**src/rtl/pattern_loader.sv**
```systemverilog
// Serial frame loader: shifts in a 64-bit board pattern plus an even-parity bit,
// then writes the eight buffered rows to board memory if the parity checks out.
module pattern_loader (
  input  logic       ph1,
  input  logic       reset_n,
  input  logic       load_req,
  input  logic       ser_valid,
  input  logic       ser_data,
  output logic       ser_ready,
  output logic       mem_we,
  output logic [2:0] mem_addr,
  output logic [7:0] mem_wdata,
  output logic       busy,
  output logic       done,
  output logic       err
);

  typedef enum logic [1:0] {IDLE, RECV, PARITY, COMMIT} state_t;

  state_t     state;
  logic [5:0] bit_cnt;
  logic       parity;
  logic [7:0] row_buf [8];

  // bit_cnt indexes incoming data bits in RECV and counts issued row writes in COMMIT
  always_ff @(posedge ph1) begin
    if (!reset_n) begin
      state     <= IDLE;
      bit_cnt   <= '0;
      parity    <= 1'b0;
      ser_ready <= 1'b0;
      mem_we    <= 1'b0;
      mem_addr  <= '0;
      mem_wdata <= '0;
      busy      <= 1'b0;
      done      <= 1'b0;
      err       <= 1'b0;
    end else begin
      done      <= 1'b0;
      err       <= 1'b0;
      mem_we    <= 1'b0;
      mem_addr  <= '0;
      mem_wdata <= '0;
      case (state)
        IDLE: begin
          if (load_req) begin
            state     <= RECV;
            bit_cnt   <= '0;
            parity    <= 1'b0;
            ser_ready <= 1'b1;
            busy      <= 1'b1;
          end
        end
        RECV: begin
          if (ser_valid) begin
            row_buf[bit_cnt[5:3]][bit_cnt[2:0]] <= ser_data;
            parity  <= parity ^ ser_data;
            bit_cnt <= bit_cnt + 6'd1;
            if (bit_cnt == 6'd63) state <= PARITY;
          end
        end
        PARITY: begin
          if (ser_valid) begin
            ser_ready <= 1'b0;
            if (parity ^ ser_data) begin
              state <= IDLE;
              err   <= 1'b1;
              busy  <= 1'b0;
            end else begin
              // row 0 goes out immediately so the first write lands in the next cycle
              state     <= COMMIT;
              mem_we    <= 1'b1;
              mem_addr  <= 3'd0;
              mem_wdata <= row_buf[0];
              bit_cnt   <= 6'd1;
            end
          end
        end
        COMMIT: begin
          if (bit_cnt == 6'd8) begin
            state <= IDLE;
            done  <= 1'b1;
            busy  <= 1'b0;
          end else begin
            mem_we    <= 1'b1;
            mem_addr  <= bit_cnt[2:0];
            mem_wdata <= row_buf[bit_cnt[2:0]];
            bit_cnt   <= bit_cnt + 6'd1;
          end
        end
        default: state <= IDLE;
      endcase
    end
  end

endmodule

```
**config.mk**
```make
export PLATFORM = sky130hd
export DESIGN_NAME = pattern_loader
export DESIGN_NICKNAME = d
export VERILOG_FILES = /design/src/rtl/pattern_loader.sv
export SDC_FILE = /design/constraint.sdc
export NUM_CORES = 1
export LEC_CHECK = 0
export ABC_AREA = 1
export BUFFER_PORTS_ARGS = -buffer_cell sky130_fd_sc_hd__buf_4
export CAP_MARGIN = 20
export CORE_MARGIN = 1.5
export CORE_UTILIZATION = 40
export CTS_CLUSTER_SIZE = 25
export DETAILED_ROUTE_END_ITERATION = 8
export GPL_TIMING_DRIVEN = 1
export MAX_ROUTING_LAYER = met4
export SLEW_MARGIN = 30
export SYNTH_ARGS = -nofsm -noshare
export SYNTH_HDL_FRONTEND = slang
export SYNTH_SLANG_ARGS = --single-unit
```
**constraint.sdc**
```tcl
create_clock -name ph1 -period 3.4 [get_ports ph1]
set_input_delay 0.51 -clock ph1 [delete_from_list [all_inputs] [get_ports ph1]]
set_output_delay 0.51 -clock ph1 [all_outputs]
set_load 0.01 [all_outputs]
```
## Word-level counts from Yosys, hierarchy flattened

Memories as Yosys holds them, arrays and structs flattened. A register that Yosys moved wholly into a read port is not among the register bits.
Index checks and enable logic that the tools add are counted.
Widths: inputs -> output; s select.

- Bits in read-only memories: 0
- Output and inout bits: 16
- Memories kept: 1
- Input port bits: 5
- Memory bits (writable): 64
- Latch bits: 0
- Register bits after elaboration: 25

Memories:

| name | depth | width | rd ports | clocked after Yosys merged registers in | wr ports | line | source |
|---|---|---|---|---|---|---|---|
| row_buf | 8 | 8 | 2 | 1 | 1 | 23 | `logic [7:0] row_buf [8];` |

- $add $sub $neg: 1
- $lt $le $gt $ge: 2
- Mux-type cells: 41
- Multiply operators: 0
- Eq/ne operators: 13
- Bitwise operators: 3
- Divide/modulo/power cells: 0
- Reduce and logical (&&, ||, !) cells: 13
- Shift operators: 0

Operators by type and width:

| kind | count |
|---|---|
| $mux 8 | 4 |
| $mux 6 | 5 |
| $pmux 6 s4 | 1 |
| $mux 1 | 16 |
| $ne 2x2->1 const B | 8 |
| $pmux 8 s2 | 1 |
| $reduce_and 5->1 | 3 |
| $mux 2 | 6 |
| $reduce_and 3->1 | 3 |
| $pmux 2 s4 | 1 |
| $add 6x1->6 const B | 1 |
| $eq 6x4->1 const B | 1 |
| $eq 6x6->1 const B | 1 |
| $mux 3 | 2 |
| $pmux 1 s2 | 3 |
| $eq 2x2->1 const B | 2 |
| $lt 3x4->1 const B | 1 |
| $reduce_bool 2->1 | 2 |
| $demux 1 s3 | 1 |
| $ge 3x1->1 const B | 1 |
| $pmux 1 s3 | 1 |
| $reduce_bool 3->1 | 1 |
| $reduce_or 3->1 | 1 |
| $eq 2x1->1 const B | 1 |
| 5 further kinds | 6 |

## Depth between registers and ports, before layout

Gate-level depths: netlist of run 1.

- Word-level depth: 6
- Depth in mapped cells: 9
- Mapped depth without buffers: 8

## Least setup slack after synthesis of run 1

No wires, ideal clock.

- Path kind: register to register
- Start: register state[0]
- End: memory row_buf[7][2], enable pin
- Data arrival time: 1.113 ns
- Setup slack: 1.987 ns
- Buffers on the path: 0
- Clock period less this slack: 1.413 ns
- Library setup time: 0.300 ns
- Cell stages (with the launch flop): 7
- Cell sequence: dfxtp_1 > inv_2 > nor2_4 > nand3_2 > nor2_4 > nand2_1 > nor2_1

- Word-level cells in the longest chain between the ends: 4

RTL lines:

| what | line | source |
|---|---|---|
| start, declared | 20 | `state_t state;` |
| start signal, assigned | 28 | `state <= IDLE;` |
| start signal, assigned | 47 | `state <= RECV;` |
| start signal, assigned | 59 | `if (bit_cnt == 6'd63) state <= PARITY;` |
| $eq 2x1->1 | 44 | `case (state)` |
| $mux 1 | 44 |  |
| $mux 1 | 27 | `if (!reset_n) begin` |
| $mux 8 (implied by the code) | 56 | `row_buf[bit_cnt[5:3]][bit_cnt[2:0]] <= ser_data;` |
| end, declared | 23 |  |

No other way between the ends.

## Worst setup path in the final report of run 1

- Start: register state[0]
- End: memory row_buf[2][4], enable pin

Same word-level chain as after synthesis.

==> results of run 1 <==
[layout make-up]
class                           count  area (um2)
Fill cell                        1000        5263
Sequential cell                    92        2482
Multi-Input combinational cell    323        1440
Timing Repair Buffer               23       172.7
Tap cell                          133       166.4
Clock buffer                       10       137.6
Inverter                           23       86.33
Clock inverter                      6       71.32
[critical path: stages, from the launching register on]
cell and delay (ps):
dfxtp_1 480, inv_2 140, nor2_4 140, nand3_2 130
nor2_4 170, nand2_1 260, nor2_1 200
[cell families (layout without fill, tap and decap cells)]
| kind of cell | count (synthesis) | after routing |
|---|---|---|
| and+or+nand+nor | 267 | 267 |
| xor gates and xnor gates | 2 | 2 |
| buffers and inverters | 40 | 62 |
| adders and majority gates | 2 | 2 |
| AOI/OAI and AO/OA | 52 | 52 |
| DFF | 92 | 92 |
[power by group through the flow]
stage               combinational, W  clock [W]  sequential, W
CTS                         0.000548   0.000779        0.00128
floorplan                   0.000393          0        0.00130
global placement            0.000538          0        0.00130
global route                0.000612   0.000820        0.00128
detailed placement          0.000546          0        0.00130
finish                      0.000544   0.000766        0.00128
[layer usage]
metal,wire (um),vias up,GRT usage
met5,0,-,-
met4,206,0,0.07242
met3,388,16,0.03634
met2,4987,85,0.3330
met1,3895,1495,0.2113
li1,-,1545,-
[placed cells by master (no fill, tap or decap), drive strengths merged]
cell type / instances
clkinvlp: 2
nand3: 40
bufinv: 1
a21oi: 23
nor3: 1
and3: 1
dfxtp: 28
nor3b: 1
xor2: 2
o21ai: 29
nor2: 138
nand4: 3
nand2: 83
ha: 2
clkbuf: 10
clkinv: 2
edfxtp: 64
inv: 24
buf: 23
[through the flow]
step | total power, W | util | setup WS (ps) | hold slack, ps
floorplan | 0.001692 | - | 1987 | 461.2
global placement | 0.001840 | 0.4428 | 1620 | 459.5
detailed placement | 0.001848 | 0.4428 | 1579 | 457.8
CTS | 0.002603 | 0.4641 | 1555 | 426.4
global route | 0.002713 | 0.4641 | 1365 | 441.8
finish | 0.002587 | 0.4641 | 1571 | 427.8
[state kept, by name (all words and copies together), names as in the netlist, named ones only]
register and cells:
row_buf 64, mem_wdata 8, bit_cnt 6, mem_addr 3, state 2, busy 1
done 1, err 1, mem_we 1, parity 1, ser_ready 1
[final timing paths]
kind | from | to | slack (ps) | cells after the start
max | state[0] | row_buf[2][4] | 1570 | 6
max reg2reg | state[0] | row_buf[2][4] | 1570 | 6
min reg2reg | busy | busy | 470 | 2
min | reset_n | mem_addr[2] | 430 | 3
==> metrics.csv, run 1 <==
metric,value,unit
status,finished clean,
synth_common_cells,"132 x nor2_1, 81 x nand2_1, 64 x edfxtp_1",
die_x,104.0,um
vias_per_cell,5.149,
nets,479,
grt_overflow,0,
clk_pin_slew,100,ps
ys_types,21,
maxCapViolCount,0,
num_rows,36,
max_freq,546.7,MHz
arrival,1900,ps
worst-setup-path-type,flip-flop to flip-flop,
crit_path_start_kind,flip-flop,
synthSimpleGateAreaFrac,0.2786,
comb_power_share,0.210,
tightest_slew,865.2,ps
path_max_fanout,8,
yosys.area.top_type,edfxtp_1,
io-pin-count,21,
yosysTopAreaCellShare,0.4707,
place_inst,594,
first_pass_iters,5,
async_reset_ff_frac,0,
tns,0,ps
synth_nets,462,
synthCells,455,
coreArea,0.009819,mm2
dieArea,0.01082,mm2
leakage,1.583,nW
grt_pass1_wl,15320,um
ir_drop,346.7,uV
synth_xor_area_frac,0.004291,
drive_above_1_share,0.1132,
fin_crit,1829,ps
yosysMostFrequentCell,nor2_1,
syn_to_final_growth,11.62,%
clock_path_buffers,2,
endpoint_kind,flip-flop,
cts_max_level,3,
yosysSeqAreaShare,0.6080,
io_buffers,20,
gp_congestion,0.8251,
antenna_cells,0,
syn_area_per_cell,8.973,um2
synth-edff-count,64,
wirelength,9478,um
ctsResizeCount,0,
grt_pass1_vias,3154,
grt_start_max_net_pins,65,
cts_root_buffer,clkbuf_8,
synthMuxAreaShare,0,
placed_cell_area,0.004348,mm2
synth_compound_area_frac,0.06375,
syn-cell-area,0.004083,mm2
tritoncts,done,
synth_area_leaders,"edfxtp_1 47%, dfxtp_1 14%, nor2_1 12%",
clock_latency,360,ps
vias,3141,
ant_nets,0,
min_path_type,input port to flip-flop,
finalSetupViolCount,0,
ys_warn_count,0,
synth_fa_ha_area_frac,0.006129,
numCtsBuffers,9,
ctsHoldBuffers,0,
fin_area,0.004557,mm2
wl_per_cell,15.54,um
synth_top_family_by_area,simple AND/OR/NAND/NOR gates,
hold_viol,0,
p_per_area,567.8,mW/mm2
antenna_found_initial,0,
rsz0062_at_grt,false,
postCtsSetupBuffers,0,
maxSlewViolCount,0,
drt_iter0_markers,181,
drc,0,
grt_usage,0.1887,
ys_ff_latch,92,
internal-power,0.001765,W
clock-sinks,92,
start_util,0.4158,
fin_cells,610,
ys.flop_type,edfxtp_1,
clock-skew-final,13.09,ps
p_clk_frac,0.296,
p_seq_frac,0.494,
required,3470,ps
p_sw,0.0008227,W
relSlewSlack,0.4226,
chipHeight,104.0,um
period_share,0.5380,
dp_hpwl,6408,um
switching_share,0.3180,
(Power assumes the default switching activity.)
==> run 2: changes to the inputs <==
Clock period 3.4 ns to 1.8 ns, I/O delays scaled along.
==> run 2 against run 1 <==
First-iteration DRC count increased by 6.1%. Critical path type unchanged. Global-route usage increased by 0.93 points. Highest routed layer unchanged. Power rose by 90%. Setup slack worse by 1400 ps. Non-clock buffer count is 15 higher. Critical endpoint is now row_buf[6][1]. Count of clock-buffer cells in the layout is 1 lower. Clock power rose by 76%. Critical path depth did not move. Flip-flop and latch count is the same.
==> metrics.csv, run 2 (synthesized netlist as in run 1, its figures left out) <==
metric,value,unit,change
wl_per_cell,15.87,um,+2.2%
min_path_type,input port to flip-flop,,
fin_area,0.004686,mm2,+2.8%
clk_pin_slew,110,ps,about the same
grt_usage,0.1981,,+0.009334
timing.rr.end,row_buf[6][1],,
io_buffers,20,,unchanged
relSlewSlack,0.6147,,+0.1921
chipHeight,104.0,um,unchanged
cp_cell_sequence,"inv_2, nor2_4, nand3_2, nor2_4, nand3_2, nor2_1",,
r2r_setup_slack,190,ps,-1380 ps
cts_root_buffer,clkbuf_8,,
tightest_slew,578.0,ps,-287.2 ps
rsz0062_at_grt,false,,
endpoint_kind,flip-flop,,
clock-sinks,92,,unchanged
ff2ff_path_depth,6,,unchanged
io-pin-count,21,,unchanged
antenna_cells,0,,unchanged
p_per_area,1048,mW/mm2,+85%
max_freq,620.4,MHz,+13%
nets,494,,+3.1%
ir_drop,580.1,uV,+67%
status,finished clean,,
worst_path_max_delay_cell,dfxtp_2,,
max_stage_delay,390,ps,-90 ps
arrival,1700,ps,-200 ps
vias_per_cell,5.125,,-0.47%
postCtsSetupBuffers,0,,unchanged
finalSetupViolCount,0,,unchanged
required,1880,ps,-1590 ps
tritoncts,done,,
crit_path_start,state[0],,
drc,0,,unchanged
numCtsBuffers,9,,unchanged
crit_path_start_kind,flip-flop,,
dp_hpwl,6392,um,-0.24%
placed_cell_area,0.004486,mm2,+3.2%
antenna_found_initial,0,,unchanged
critPathBufInv,1,,unchanged
clock_latency,370,ps,about the same
grt_overflow,0,,unchanged
num_rows,36,,unchanged
path_depth,6,,unchanged
worst-setup-path-type,flip-flop to flip-flop,,
hold_viol,0,,unchanged
holdPathStages,3,,unchanged
reg2reg_from,state[0],,
cts_max_level,3,,unchanged
tns,0,ps,unchanged
path_max_fanout,8,,unchanged
largest_register_ffs,64,,unchanged
leakage,1.663,nW,+5.0%
maxSlewViolCount,0,,unchanged
cp_top_family,simple AND/OR/NAND/NOR gates,,
drive_above_1_share,0.1484,,+0.03517
grt_start_max_net_pins,65,,unchanged
dieArea,0.01082,mm2,unchanged
drt_iter0_markers,192,,+6.1%
clock-skew-final,18.94,ps,+5.843 ps
die_x,104.0,um,unchanged
vias,3203,,+2.0%
wirelength,9921,um,+4.7%
start_util,0.4158,,unchanged
grt_pass1_vias,3168,,+0.44%
ant_nets,0,,unchanged
first_pass_iters,5,,unchanged
fin_crit,1612,ps,-217.3 ps
mostFrequentLayoutCell,nor2_1,,
gp_congestion,0.9241,,+12%
clock_path_buffers,2,,unchanged
maxCapViolCount,0,,unchanged
syn_to_final_growth,14.77,%,
grt_pass1_wl,16080,um,+4.9%
layout_common_cells,"132 x nor2_1, 78 x nand2_1, 64 x edfxtp_1, 36 x buf_4, 35 x nand3_1",,
worstSetupEndpoint,row_buf[6][1],,
coreArea,0.009819,mm2,unchanged
period_share,0.8955,,+0.3575
-- run 2: cell count changes in the layout (fill, tap and decap cells not counted), sizes merged --
cell      delta
clkbuf       -1
clkinvlp     -1
inv          +3
buf         +15
bufinv       -1
-- run 2: power by group --
part           switching [W]  internal (W)
sequential         0.0000609       0.00233
clock               0.000812      0.000536
combinational       0.000766      0.000403
-- run 2: worst register-to-register path, stage by stage (launching register included) --
cell     delay [ps]
dfxtp_2         390
inv_2           100
nor2_4          120
nand3_2         140
nor2_4          190
nand3_2         210
nor2_1          190
-- run 2: layout make-up --
class	instances	area [um2]
Multi-Input combinational cell	323	1448
Timing Repair Buffer	38	310.3
Fill cell	979	5134
Sequential cell	92	2484
Tap cell	133	166.4
Inverter	23	86.33
Clock inverter	7	67.56
Clock buffer	9	123.9
-- run 2: layer usage --
layer  track usage  vias to the layer above  wire (um)
met4       0.07639                        0        207
met3       0.03509                       19        563
met1        0.2449                     1523       4317
met5             -                        -          0
met2        0.3245                       98       4833
li1              -                     1563          -
-- run 2: worst min-delay path by stage --
stage | from | to | slack (ps)
3_5_place_dp | busy | busy | 460
3_3_place_gp | busy | busy | 460
2_1_floorplan | ser_data | row_buf[0][0] | 370
6_report | reset_n | mem_addr[2] | 190
5_1_grt | load_req | busy | 200
4_1_cts | reset_n | mem_addr[2] | 180
-- run 2: timing repair --
| action | in CTS | in global routing |
|---|---|---|
| hold buffers | 0 | 0 |
| gates resized for setup | 0 | 4 |
| endpoints found under the setup margin | 0 | 10 |
-- run 2: stage by stage --
| step | util | hold WS (ps) | worst slack [ps] | std cells | power [W] |
|---|---|---|---|---|---|
| floorplan | - | 368.9 | 386.9 | 455 | 0.003196 |
| detailed placement | 0.4568 | 457.9 | 137.9 | 609 | 0.003610 |
| finish | 0.4772 | 189.3 | 188.1 | 625 | 0.004913 |
| global route | 0.4772 | 199.2 | 61.40 | 625 | 0.005174 |
| global placement | 0.4568 | 457.8 | 179.4 | 609 | 0.003602 |
| CTS | 0.4763 | 184.4 | 118.8 | 625 | 0.004946 |
